<file path="config.mk">
export PLATFORM = sky130hd
export DESIGN_NAME = prio_encoder_32_5
export DESIGN_NICKNAME = d
export VERILOG_FILES = /design/src/rtl/enc_pkg.sv /design/src/rtl/ffs_enc.sv /design/src/rtl/prio_encoder_32_5.sv
export SDC_FILE = /design/constraint.sdc
export NUM_CORES = 1
export LEC_CHECK = 0
export ABC_AREA = 1
export BUFFER_PORTS_ARGS = -buffer_cell sky130_fd_sc_hd__buf_2
export CAP_MARGIN = 20
export CORE_ASPECT_RATIO = 0.8
export CORE_MARGIN = 2
export CORE_UTILIZATION = 35
export CTS_CLUSTER_SIZE = 30
export DETAILED_ROUTE_END_ITERATION = 16
export HOLD_SLACK_MARGIN = 0.05
export PLACE_DENSITY = 0.61
export SLEW_MARGIN = 25
export SYNTH_ARGS = -nofsm -noshare
export SYNTH_HDL_FRONTEND = slang
export SYNTH_SLANG_ARGS = --single-unit
</file>
<file path="constraint.sdc">
create_clock -name clk -period 2.4 [get_ports clk]
set_clock_uncertainty 0.1 [all_clocks]
set_input_delay 0.6 -clock clk [delete_from_list [all_inputs] [get_ports clk]]
set_output_delay 0.6 -clock clk [all_outputs]
set_load 0.02 [all_outputs]
</file>
<file path="src/rtl/enc_pkg.sv">
// Shared constants for the registered priority encoder.
// State encodings are single-bit constants so they match older netlists that use the same encoding.
package enc_pkg;
  localparam int ENC_N_DEFAULT = 32;
  localparam int ENC_W_DEFAULT = 5;
  localparam int LOST_CNT_W    = 8;

  localparam logic ENC_IDLE  = 1'b0;
  localparam logic ENC_GRANT = 1'b1;

  typedef logic [LOST_CNT_W-1:0] lost_cnt_t;
endpackage

</file>
<file path="src/rtl/ffs_enc.sv">
// Combinational find-first-set: binary index of the lowest set bit, plus an any-set flag.
module ffs_enc #(
  parameter int N = 32,
  parameter int W = $clog2(N)
) (
  input  logic [N-1:0] in,
  output logic [W-1:0] code,
  output logic         any
);
  // The scan runs from the top down, so the lowest set bit is written last and wins.
  always_comb begin
    code = '0;
    for (int i = N - 1; i >= 0; i--) begin
      if (in[i]) code = W'(i);
    end
  end

  assign any = |in;
endmodule

</file>
<file path="src/rtl/prio_encoder_32_5.sv">
// Registered priority encoder: sticky pending bits, lowest-index grant over a valid/ack handshake.
// Optional ENC_MASK_EN adds a req_mask input that gates which pending bits the encoder searches.
module prio_encoder_32_5
  import enc_pkg::*;
#(
  parameter int N = ENC_N_DEFAULT,
  parameter int W = $clog2(N)
) (
  input  logic                  clk,
  input  logic                  resetn,
  input  logic [N-1:0]          req,
`ifdef ENC_MASK_EN
  input  logic [N-1:0]          req_mask,
`endif
  input  logic                  out_ack,
  output logic                  out_valid,
  output logic [W-1:0]          out_code,
  output logic [N-1:0]          pending,
  output logic [LOST_CNT_W-1:0] lost_cnt
);
  logic         state;
  logic [N-1:0] clr;
  logic [N-1:0] pending_nxt;
  logic [N-1:0] search;
  logic         collide;
  logic [W-1:0] ffs_code;
  logic         ffs_any;

  // clr is built from the held code. A req in the same cycle is ORed in afterwards, so the set wins.
  assign clr         = (out_valid && out_ack) ? ({{(N-1){1'b0}}, 1'b1} << out_code) : '0;
  assign pending_nxt = (pending & ~clr) | req;
  assign collide     = |(req & pending & ~clr);

`ifdef ENC_MASK_EN
  assign search = pending & req_mask;
`else
  assign search = pending;
`endif

  ffs_enc #(.N(N), .W(W)) u_ffs (
    .in   (search),
    .code (ffs_code),
    .any  (ffs_any)
  );

  always_ff @(posedge clk or negedge resetn) begin
    if (!resetn) begin
      state     <= ENC_IDLE;
      pending   <= '0;
      out_valid <= 1'b0;
      out_code  <= '0;
      lost_cnt  <= '0;
    end else begin
      pending <= pending_nxt;
      if (collide && (lost_cnt != {LOST_CNT_W{1'b1}})) lost_cnt <= lost_cnt + 1'b1;
      case (state)
        ENC_IDLE: begin
          if (ffs_any) begin
            out_code  <= ffs_code;
            out_valid <= 1'b1;
            state     <= ENC_GRANT;
          end
        end
        ENC_GRANT: begin
          // The granted code is held until ack. Newer requests do not preempt it.
          if (out_ack) begin
            out_valid <= 1'b0;
            state     <= ENC_IDLE;
          end
        end
        default: state <= ENC_IDLE;
      endcase
    end
  end
endmodule

</file>
# After elaboration in Yosys (flattened, before gate mapping)
# Index checks and enable logic that the tools add are counted.
[word_totals] regBits=47 output_inout_bits=46
[classes] addsub=1 n_eq_ne=3 shifts=1 n_mux=39 bitwise_logic=6 reduce_logical=6
[ops] cell="2-to-1 mux 5 bit" count=32
[ops] cell="bitwise AND 32 bit" count=3
[ops] cell="OR reduction 32 bit" count=2
[ops] cell="2-to-1 mux 32 bit" count=1
[ops] cell="inverter 32 bit" count=1
[ops] cell="OR 32 bit" count=1
[ops] cell="<< shifter 1 x 5 -> 32 bit (first input constant)" count=1
[ops] cell="adder 8 x 1 -> 8 bit (second input constant)" count=1
[ops] cell="inequality test 8 bit (second input constant)" count=1
[ops] cell="2-to-1 mux 1 bit" count=4
[ops] cell="inequality test 2 bit (second input constant)" count=2
[ops] cell="one-hot mux 1 bit (2 select lines)" count=2
[ops] cell="AND reduction 2 bit" count=2
[ops] cell="logical AND 1 bit" count=2
[ops] cell="inverter 1 bit" count=1

# Depth between registers and ports, before layout
# Gate-level depths: netlist (run 1).
[logic_depth] depth_word=32 mapped_depth=33 depth_no_buf=33

# Modules after synthesis
# From an unflattened synthesis (run 1), not the netlist that was laid out.
[unflattened] cells_unflattened=443 area_unflattened_um2=3035.4
[modules_own_cells] module="prio_encoder_32_5" instances=1 cells_each=336 area_each_um2=2565.0 seq_area_each_um2=1176.1
[modules_own_cells] module="ffs_enc" instances=1 cells_each=107 area_each_um2=470.5 seq_area_each_um2=0.0

# Worst setup path after synthesis (run 1)
# Ideal clock, no wire load.
[synth_timing] path_kind="input to register" startpoint="input port out_ack" endpoint="register lost_cnt[1]" setup_time_ps=128 arrival_time_ps=2123 required_time_ps=2172 setup_slack_ps=49 cell_stages=10 cell_sequence="nand2_1 -> nor2_1 -> buf_2 -> nand2_1 -> nand3_1 -> o2111ai_1 -> a211oi_1 -> nand4_1 -> nand2_2 -> mux2_1"
[synth_via] elab_chain_cells=6
[synth_lines] item="start: declaration" line="prio_encoder_32_5.sv:15" rtl="input logic out_ack,"
[synth_lines] item="logical AND 1 bit" line="prio_encoder_32_5.sv:30" rtl="assign clr = (out_valid && out_ack) ? ({{(N-1){1'b0}}, 1'b1} << out_code) : '0;"
[synth_lines] item="2-to-1 mux 32 bit" line="prio_encoder_32_5.sv:30"
[synth_lines] item="inverter 32 bit" line="prio_encoder_32_5.sv:32" rtl="assign collide = |(req & pending & ~clr);"
[synth_lines] item="bitwise AND 32 bit" line="prio_encoder_32_5.sv:32"
[synth_lines] item="OR reduction 32 bit" line="prio_encoder_32_5.sv:32"
[synth_lines] item="logical AND 1 bit" line="prio_encoder_32_5.sv:55" rtl="if (collide && (lost_cnt != {LOST_CNT_W{1'b1}})) lost_cnt <= lost_cnt + 1'b1;"
[synth_lines] item="end signal: assignment" line="prio_encoder_32_5.sv:55"
[synth_lines] item="end: declaration" line="prio_encoder_32_5.sv:19" rtl="output logic [LOST_CNT_W-1:0] lost_cnt"
# Every way passes these cells.
# A chain may end at the register's enable or synchronous reset.

# Worst setup path in the final report (run 1)
[layout_timing] startpoint="register out_code[1]" endpoint="register lost_cnt[1]"
[layout_via] elab_chain_cells=6
[layout_lines] item="start: declaration" line="prio_encoder_32_5.sv:17" rtl="output logic [W-1:0] out_code,"
[layout_lines] item="start signal: assignment" line="prio_encoder_32_5.sv:59" rtl="out_code <= ffs_code;"
[layout_lines] item="<< shifter 1 x 5 -> 32 bit" line="prio_encoder_32_5.sv:30"
[layout_lines] item="2-to-1 mux 32 bit" line="prio_encoder_32_5.sv:30"
[layout_lines] item="inverter 32 bit" line="prio_encoder_32_5.sv:32"
[layout_lines] item="bitwise AND 32 bit" line="prio_encoder_32_5.sv:32"
[layout_lines] item="OR reduction 32 bit" line="prio_encoder_32_5.sv:32"
[layout_lines] item="logical AND 1 bit" line="prio_encoder_32_5.sv:55"
# Every way passes these cells.

==> impl_metrics.json, run 1 <==
{
  "status": "complete, but fails checks",
  "violations": "negative setup slack",
  "min_period_ps": 2470,
  "max_stage_delay_ps": 450,
  "hpwl_mm": 6.13,
  "vias": 2818,
  "power_density_mw_per_mm2": 542,
  "synth_area_leader_cell": "dfrtp_1",
  "synthTopCellsByArea": "dfrtp_1 45%, nand2_1 16%, inv_1 8.5%",
  "cts_tree": "yes",
  "ys_ff_latch": 47,
  "grt_pass1_vias": 2642,
  "worst_slew_pin_slew_ps": 577,
  "dr.pass1.iters": 4,
  "final_cells": 588,
  "peakVddDrop_v": 0.000225,
  "cts_buffers": 5,
  "ant_nets": 0,
  "grt_start_max_net_pins": 25,
  "clock_latency_ps": 300,
  "syn_to_final_growth_pct": 45.8,
  "place_area_mm2": 0.00349,
  "cts.sinks": 47,
  "synth_most_common_cell": "nand2_1",
  "finish.utilization_pct": 52.3,
  "cap_violations": 0,
  "slew_violations": 0,
  "fin_ws_ps": -74.5,
  "start_util_pct": 35.9,
  "die_w_um": 101,
  "worstSetupEndpointType": "register",
  "timing.final.hold_violations": 0,
  "fp.dieH_um": 81.7,
  "finalSetupTns_ps": -366,
  "cts_hold_buf": 0,
  "clock-root-buffer": "clkbuf_8",
  "max-slew-margin-rel_pct": 61.5,
  "p_sw_mw": 0.722,
  "diodes": 0,
  "worstPathMaxFanout": 4,
  "intPower_mw": 1.36,
  "yosysWarningCount": 0,
  "synthTopCellsByCount": "109 x nand2_1, 60 x inv_1, 47 x dfrtp_1",
  "cpMostUsedCell": "nand2_1",
  "synth_top_flop_cell": "dfrtp_1",
  "clk_pin_slew_ps": 90,
  "grt_pass1_wl_mm": 12.4,
  "core-area_mm2": 0.00736,
  "portBuffers": 80,
  "syn_inst": 357,
  "p_leak_nw": 1.91,
  "cts_buffer_depth": 2,
  "gp_congestion": 0.917,
  "ys_seq_area_share_pct": 44.6,
  "rows": 28,
  "p_seq_share_pct": 44.1,
  "crit_arrival_ps": 2570,
  "ioPinCount": 81,
  "crit_chain": "buf_4, nand3_2, nor2_2, nand2_1, nand2_1, nor2_1, a221o_1, a211oi_2, nand4_1, nand2_2, mux2_1",
  "grt_overflow_total": 0,
  "nNetsFinal": 533,
  "htreeDepth": 2,
  "fmax_mhz": 404,
  "async_reset_ff_share_pct": 100,
  "design_area_mm2": 0.00385,
  "total_power_mw": 2.08,
  "synth_cell_types": 36,
  "antenna_found_initial": 0,
  "post_drt_wl_per_cell_um": 13.2,
  "postSynthNetCount": 393,
  "swShare_pct": 34.6,
  "dp_cells": 570,
  "yosys.area.top_type_share_pct": 44.6,
  "finalSetupViolCount": 6,
  "post_drt_via_cell_ratio": 4.79,
  "worst_hold_slack_ps": 181,
  "critPathSlowestCell": "dfrtp_2",
  "power_frac_comb_pct": 31.0,
  "drt_iter0_drc": 214,
  "syn_area_mm2": 0.00264,
  "drive_gt1_share_pct": 39.2,
  "die_area_mm2": 0.00825,
  "wl_mm": 7.78,
  "worstSetupPathType": "register to register",
  "syn_avg_cell_area_um2": 7.39,
  "clockPowerShare_pct": 25.0,
  "grt_setup_unrepaired": "true",
  "worst_ep_required_time_ps": 2500,
  "startpoint_type": "register",
  "grt_use_total_pct": 19.2,
  "synth_edf_count": 0,
  "drc_errors": 0,
  "hold_class": "input port to async pin",
  "fin_crit_sh_pct": 103,
  "preCtsSetupSlack_ps": -353
}
-- registers in the layout (all words and copies together) (netlist names) --
| register | count |
|---|---|
| lost_cnt | 8 |
| out_code | 5 |
| out_valid | 1 |
| pending | 32 |
| state | 1 |
-- layer usage --
metal / wire length (µm) / track usage (%) / up-vias
met5: 0 / 0 / -
met4: 63 / 5.54 / 0
met2: 3480 / 29.3 / 85
li1: - / - / 1420
met1: 3730 / 27.9 / 1307
met3: 508 / 3.57 / 6
-- final timing paths --
| path | from | end | slack (ps) | cells after the start |
|---|---|---|---|---|
| min reg2reg | lost_cnt[6] | lost_cnt[6] | 400 | 1 |
| max reg2reg | out_code[1] | lost_cnt[1] | -70 | 11 |
| max in group asynchronous | resetn | out_code[1] | 1490 | 2 |
| max | out_code[1] | lost_cnt[1] | -70 | 11 |
| min in group clk | req[12] | pending[12] | 390 | 3 |
| min | resetn | out_code[4] | 180 | 1 |
-- critical path: cells and delay by family, from the launching register on --
family          cells  cell delay, ps
buf+inv             1             160
mux                 1             320
flops               1             450
simple gates        7             800
compound gates      2             550
-- power by group through the flow --
stage	Sequential [mW]	Combinational, mW	Clock (mW)
floorplan	0.984	0.226	0
global placement	0.934	0.536	0
detailed placement	0.934	0.546	0
CTS	0.923	0.624	0.528
global route	0.927	0.707	0.561
finish	0.918	0.646	0.520
-- cells by family (layout without fill, tap and decap cells) --
group	after synthesis	count (layout)	share of synthesized area (%)
AND/OR/NAND/NOR	189	189	31.2
buffers and inverters	70	211	10.6
flip-flops	47	47	44.6
multiplexers	1	1	0.427
AO/OA/AOI/OAI	42	42	10.5
adder cells (fa/ha/maj)	1	1	0.474
XOR/XNOR	7	7	2.32
-- cells in the final DEF (no fill, tap or decap), types with 4 or more instances in the layout --
cell	n
inv_4	4
o22ai_1	6
buf_2	80
clkbuf_8	6
or2_2	10
dfrtp_2	4
buf_4	52
nand3_1	16
dfrtp_1	43
nor2_2	4
nand2_1	107
inv_2	4
inv_1	58
nor2_1	27
nor4_4	4
nand2_2	5
o21ai_0	11
nand4_1	8
a21oi_1	4
a21o_1	6
-- timing repair --
action,CTS,global route
setup buffers,6,4
gates resized for setup,36,6
pin swaps,7,6
endpoints found under the hold margin,0,0
endpoints found under the setup margin,8,8
-- cell type report --
class / count / area (µm²)
Clock buffer: 6 / 82.6
Clock inverter: 2 / 16.3
Fill cell: 718 / 3510
Inverter: 66 / 258
Multi-Input combinational cell: 240 / 1330
Sequential cell: 47 / 1180
Tap cell: 90 / 113
Timing Repair Buffer: 137 / 865
No activity file was read; power rests on OpenSTA's default activity.
==> run 2, diff against run 1 <==
--- a/config.mk
+++ b/config.mk
@@ -14,8 +14,10 @@
 export CTS_CLUSTER_SIZE = 30
 export DETAILED_ROUTE_END_ITERATION = 16
 export HOLD_SLACK_MARGIN = 0.05
-export PLACE_DENSITY = 0.61
+export PLACE_DENSITY = 0.6
+export RECOVER_POWER = 50
 export SLEW_MARGIN = 25
 export SYNTH_ARGS = -nofsm -noshare
 export SYNTH_HDL_FRONTEND = slang
+export SYNTH_HIERARCHICAL = 1
 export SYNTH_SLANG_ARGS = --single-unit
==> impl_metrics.json, run 2 <==
{
  "max_stage_delay_ps": 400,
  "gp_congestion": 0.865,
  "grt_setup_unrepaired": "true",
  "startpoint_type": "register",
  "die_area_mm2": 0.00944,
  "timing.final.hold_violations": 0,
  "worst_slew_pin_slew_ps": 1320,
  "cts.sinks": 47,
  "dr.pass1.iters": 5,
  "vias": 3048,
  "grt_pass1_wl_mm": 13.6,
  "peakVddDrop_v": 0.000235,
  "status": "completed",
  "die_w_um": 108,
  "critPathSlowestCell": "dfrtp_1",
  "worstPathMaxFanout": 2,
  "fin_crit_sh_pct": 98.4,
  "nNetsFinal": 565,
  "critical_path.endpoint": "out_code[0]",
  "post_drt_wl_per_cell_um": 13.5,
  "fmax_mhz": 423,
  "clock-root-buffer": "clkbuf_8",
  "post_drt_via_cell_ratio": 4.75,
  "slew_violations": 0,
  "cts_hold_buf": 0,
  "place_area_mm2": 0.00357,
  "postSynthNetCount": 479,
  "cap_violations": 0,
  "worstSetupPathType": "register to register",
  "clk_pin_slew_ps": 90,
  "timing.rr.end": "out_code[0]",
  "drc_errors": 0,
  "cts_tree": "yes",
  "nFillCells": 911,
  "rows": 30,
  "max-slew-margin-rel_pct": 12.1,
  "design_area_mm2": 0.00365,
  "start_util_pct": 35.9,
  "drt_iter0_drc": 201,
  "final_common_cell": "nand2_1",
  "synth_edf_count": 0,
  "max_flop_register": "pending",
  "wl_mm": 8.69,
  "portBuffers": 80,
  "r2r_cells": 33,
  "worst_ep_required_time_ps": 2530,
  "hpwl_mm": 6.94,
  "yosysWarningCount": 6,
  "synthTopCellsByArea": "dfrtp_1 39%, nand2_1 20%, inv_1 8.3%",
  "worstSetupEndpointType": "register",
  "grt_overflow_total": 0,
  "hold_class": "input port to register",
  "syn_avg_cell_area_um2": 6.85,
  "grt_start_max_net_pins": 26,
  "htreeDepth": 2,
  "syn_inst": 443,
  "syn_to_final_growth_pct": 20.1,
  "diodes": 0,
  "cts_buffer_depth": 2,
  "synth_top_flop_cell": "dfrtp_1",
  "async_reset_ff_share_pct": 100,
  "ys_ff_latch": 47,
  "synth_area_leader_cell": "dfrtp_1",
  "ioPinCount": 81,
  "final_cell_mix": "158 x nand2_1, 78 x buf_2, 67 x inv_1, 45 x dfrtp_1, 41 x nor2_1",
  "synth_cell_types": 34,
  "synth_most_common_cell": "nand2_1",
  "cpMostUsedCell": "nand2_1",
  "min_period_ps": 2360,
  "power_density_mw_per_mm2": 678,
  "synthTopCellsByCount": "160 x nand2_1, 67 x inv_1, 47 x dfrtp_1",
  "ys_seq_area_share_pct": 38.7,
  "p_leak_nw": 1.93,
  "fp.dieH_um": 87.3,
  "path_delay_family": "simple AND/OR/NAND/NOR gates",
  "grt_use_total_pct": 18.9,
  "drive_gt1_share_pct": 20.9,
  "largest_reg_flops": 32,
  "finalSetupTns_ps": 0,
  "crit_start": "pending[30]",
  "core-area_mm2": 0.00845,
  "rr_startpoint": "pending[30]",
  "antenna_found_initial": 0,
  "worst-path-buf-inv": 1,
  "r2r_slack_ps": 40,
  "finalSetupViolCount": 0,
  "clock_latency_ps": 300,
  "reg.largest.list": "pending: 32 flops, lost_cnt: 8 flops, out_code: 5 flops",
  "yosys.area.top_type_share_pct": 38.7,
  "ant_nets": 0,
  "crit_cells": 33,
  "grt_pass1_vias": 2628,
  "syn_area_mm2": 0.00304,
  "cts_buffers": 5,
  "crit_arrival_ps": 2490
}
## run 2: cells by family after synthesis
group           count (synthesis)  synth area share (%)
xor+xnor                        6                  1.73
compound gates                 62                  13.5
simple gates                  245                  33.6
buf+inv                        82                  12.0
flops                          47                  38.7
fa+ha+maj                       1                 0.412
## run 2: cell type report
class	count	area, µm²	area share [%]
clock inverter	1	5.00	0.137
clock buffer	7	76.3	2.09
sequential	47	1180	32.3
tap	112	140	3.84
multi-input combinational	314	1500	41.1
timing repair buffer	86	437	12.0
inverter	75	309	8.48
## run 2: stage by stage
step | std cells | total power [mW] | hold WS [ps] | utilization, % | setup slack [ps]
4_1_cts | 642 | 2.51 | 220 | 43.3 | 7.98
2_1_floorplan | 443 | 1.73 | 204 | - | 205
3_5_place_dp | 633 | 2.04 | 354 | 42.3 | -5.32
6_report | 642 | 2.47 | 391 | 43.2 | 37.8
3_3_place_gp | 633 | 2.02 | 353 | 42.3 | 8.70
5_1_grt | 642 | 2.64 | 376 | 43.2 | -378
## run 2: routing by layer
layer / vias to the layer above / part of all wire (%) / global-route usage [%]
li1: 1544 / - / -
met2: 98 / 40 / 26.2
met3: 4 / 7.5 / 3.52
met4: 0 / 0.59 / 3.61
met5: - / 0 / 0
met1: 1402 / 52 / 30.1
## run 2: worst min path at each step
stage | from | endpoint | slack, ps | cells after the start
5_1_grt | req[18] | pending[18] | 380 | 2
3_5_place_dp | state | out_valid | 350 | 1
3_3_place_gp | state | out_valid | 350 | 1
6_report | req[23] | pending[23] | 390 | 2
4_1_cts | resetn | pending[21] | 220 | 1
2_1_floorplan | resetn | lost_cnt[0] | 200 | 0
## run 2: what timing repair did
item | in CTS | in global routing
resized for setup | 0 | 7
setup endpoints to repair | 1 | 6
gates cloned | 0 | 0
buffers inserted | 1 | 0
pin swaps | 0 | 2
## run 2: where the power goes
part / internal, mW / total, mW / switching [mW]
registers: 0.906 / 1.08 / 0.176
clock network: 0.205 / 0.461 / 0.256
logic: 0.305 / 0.930 / 0.625
total: 1.42 / 2.47 / 1.06
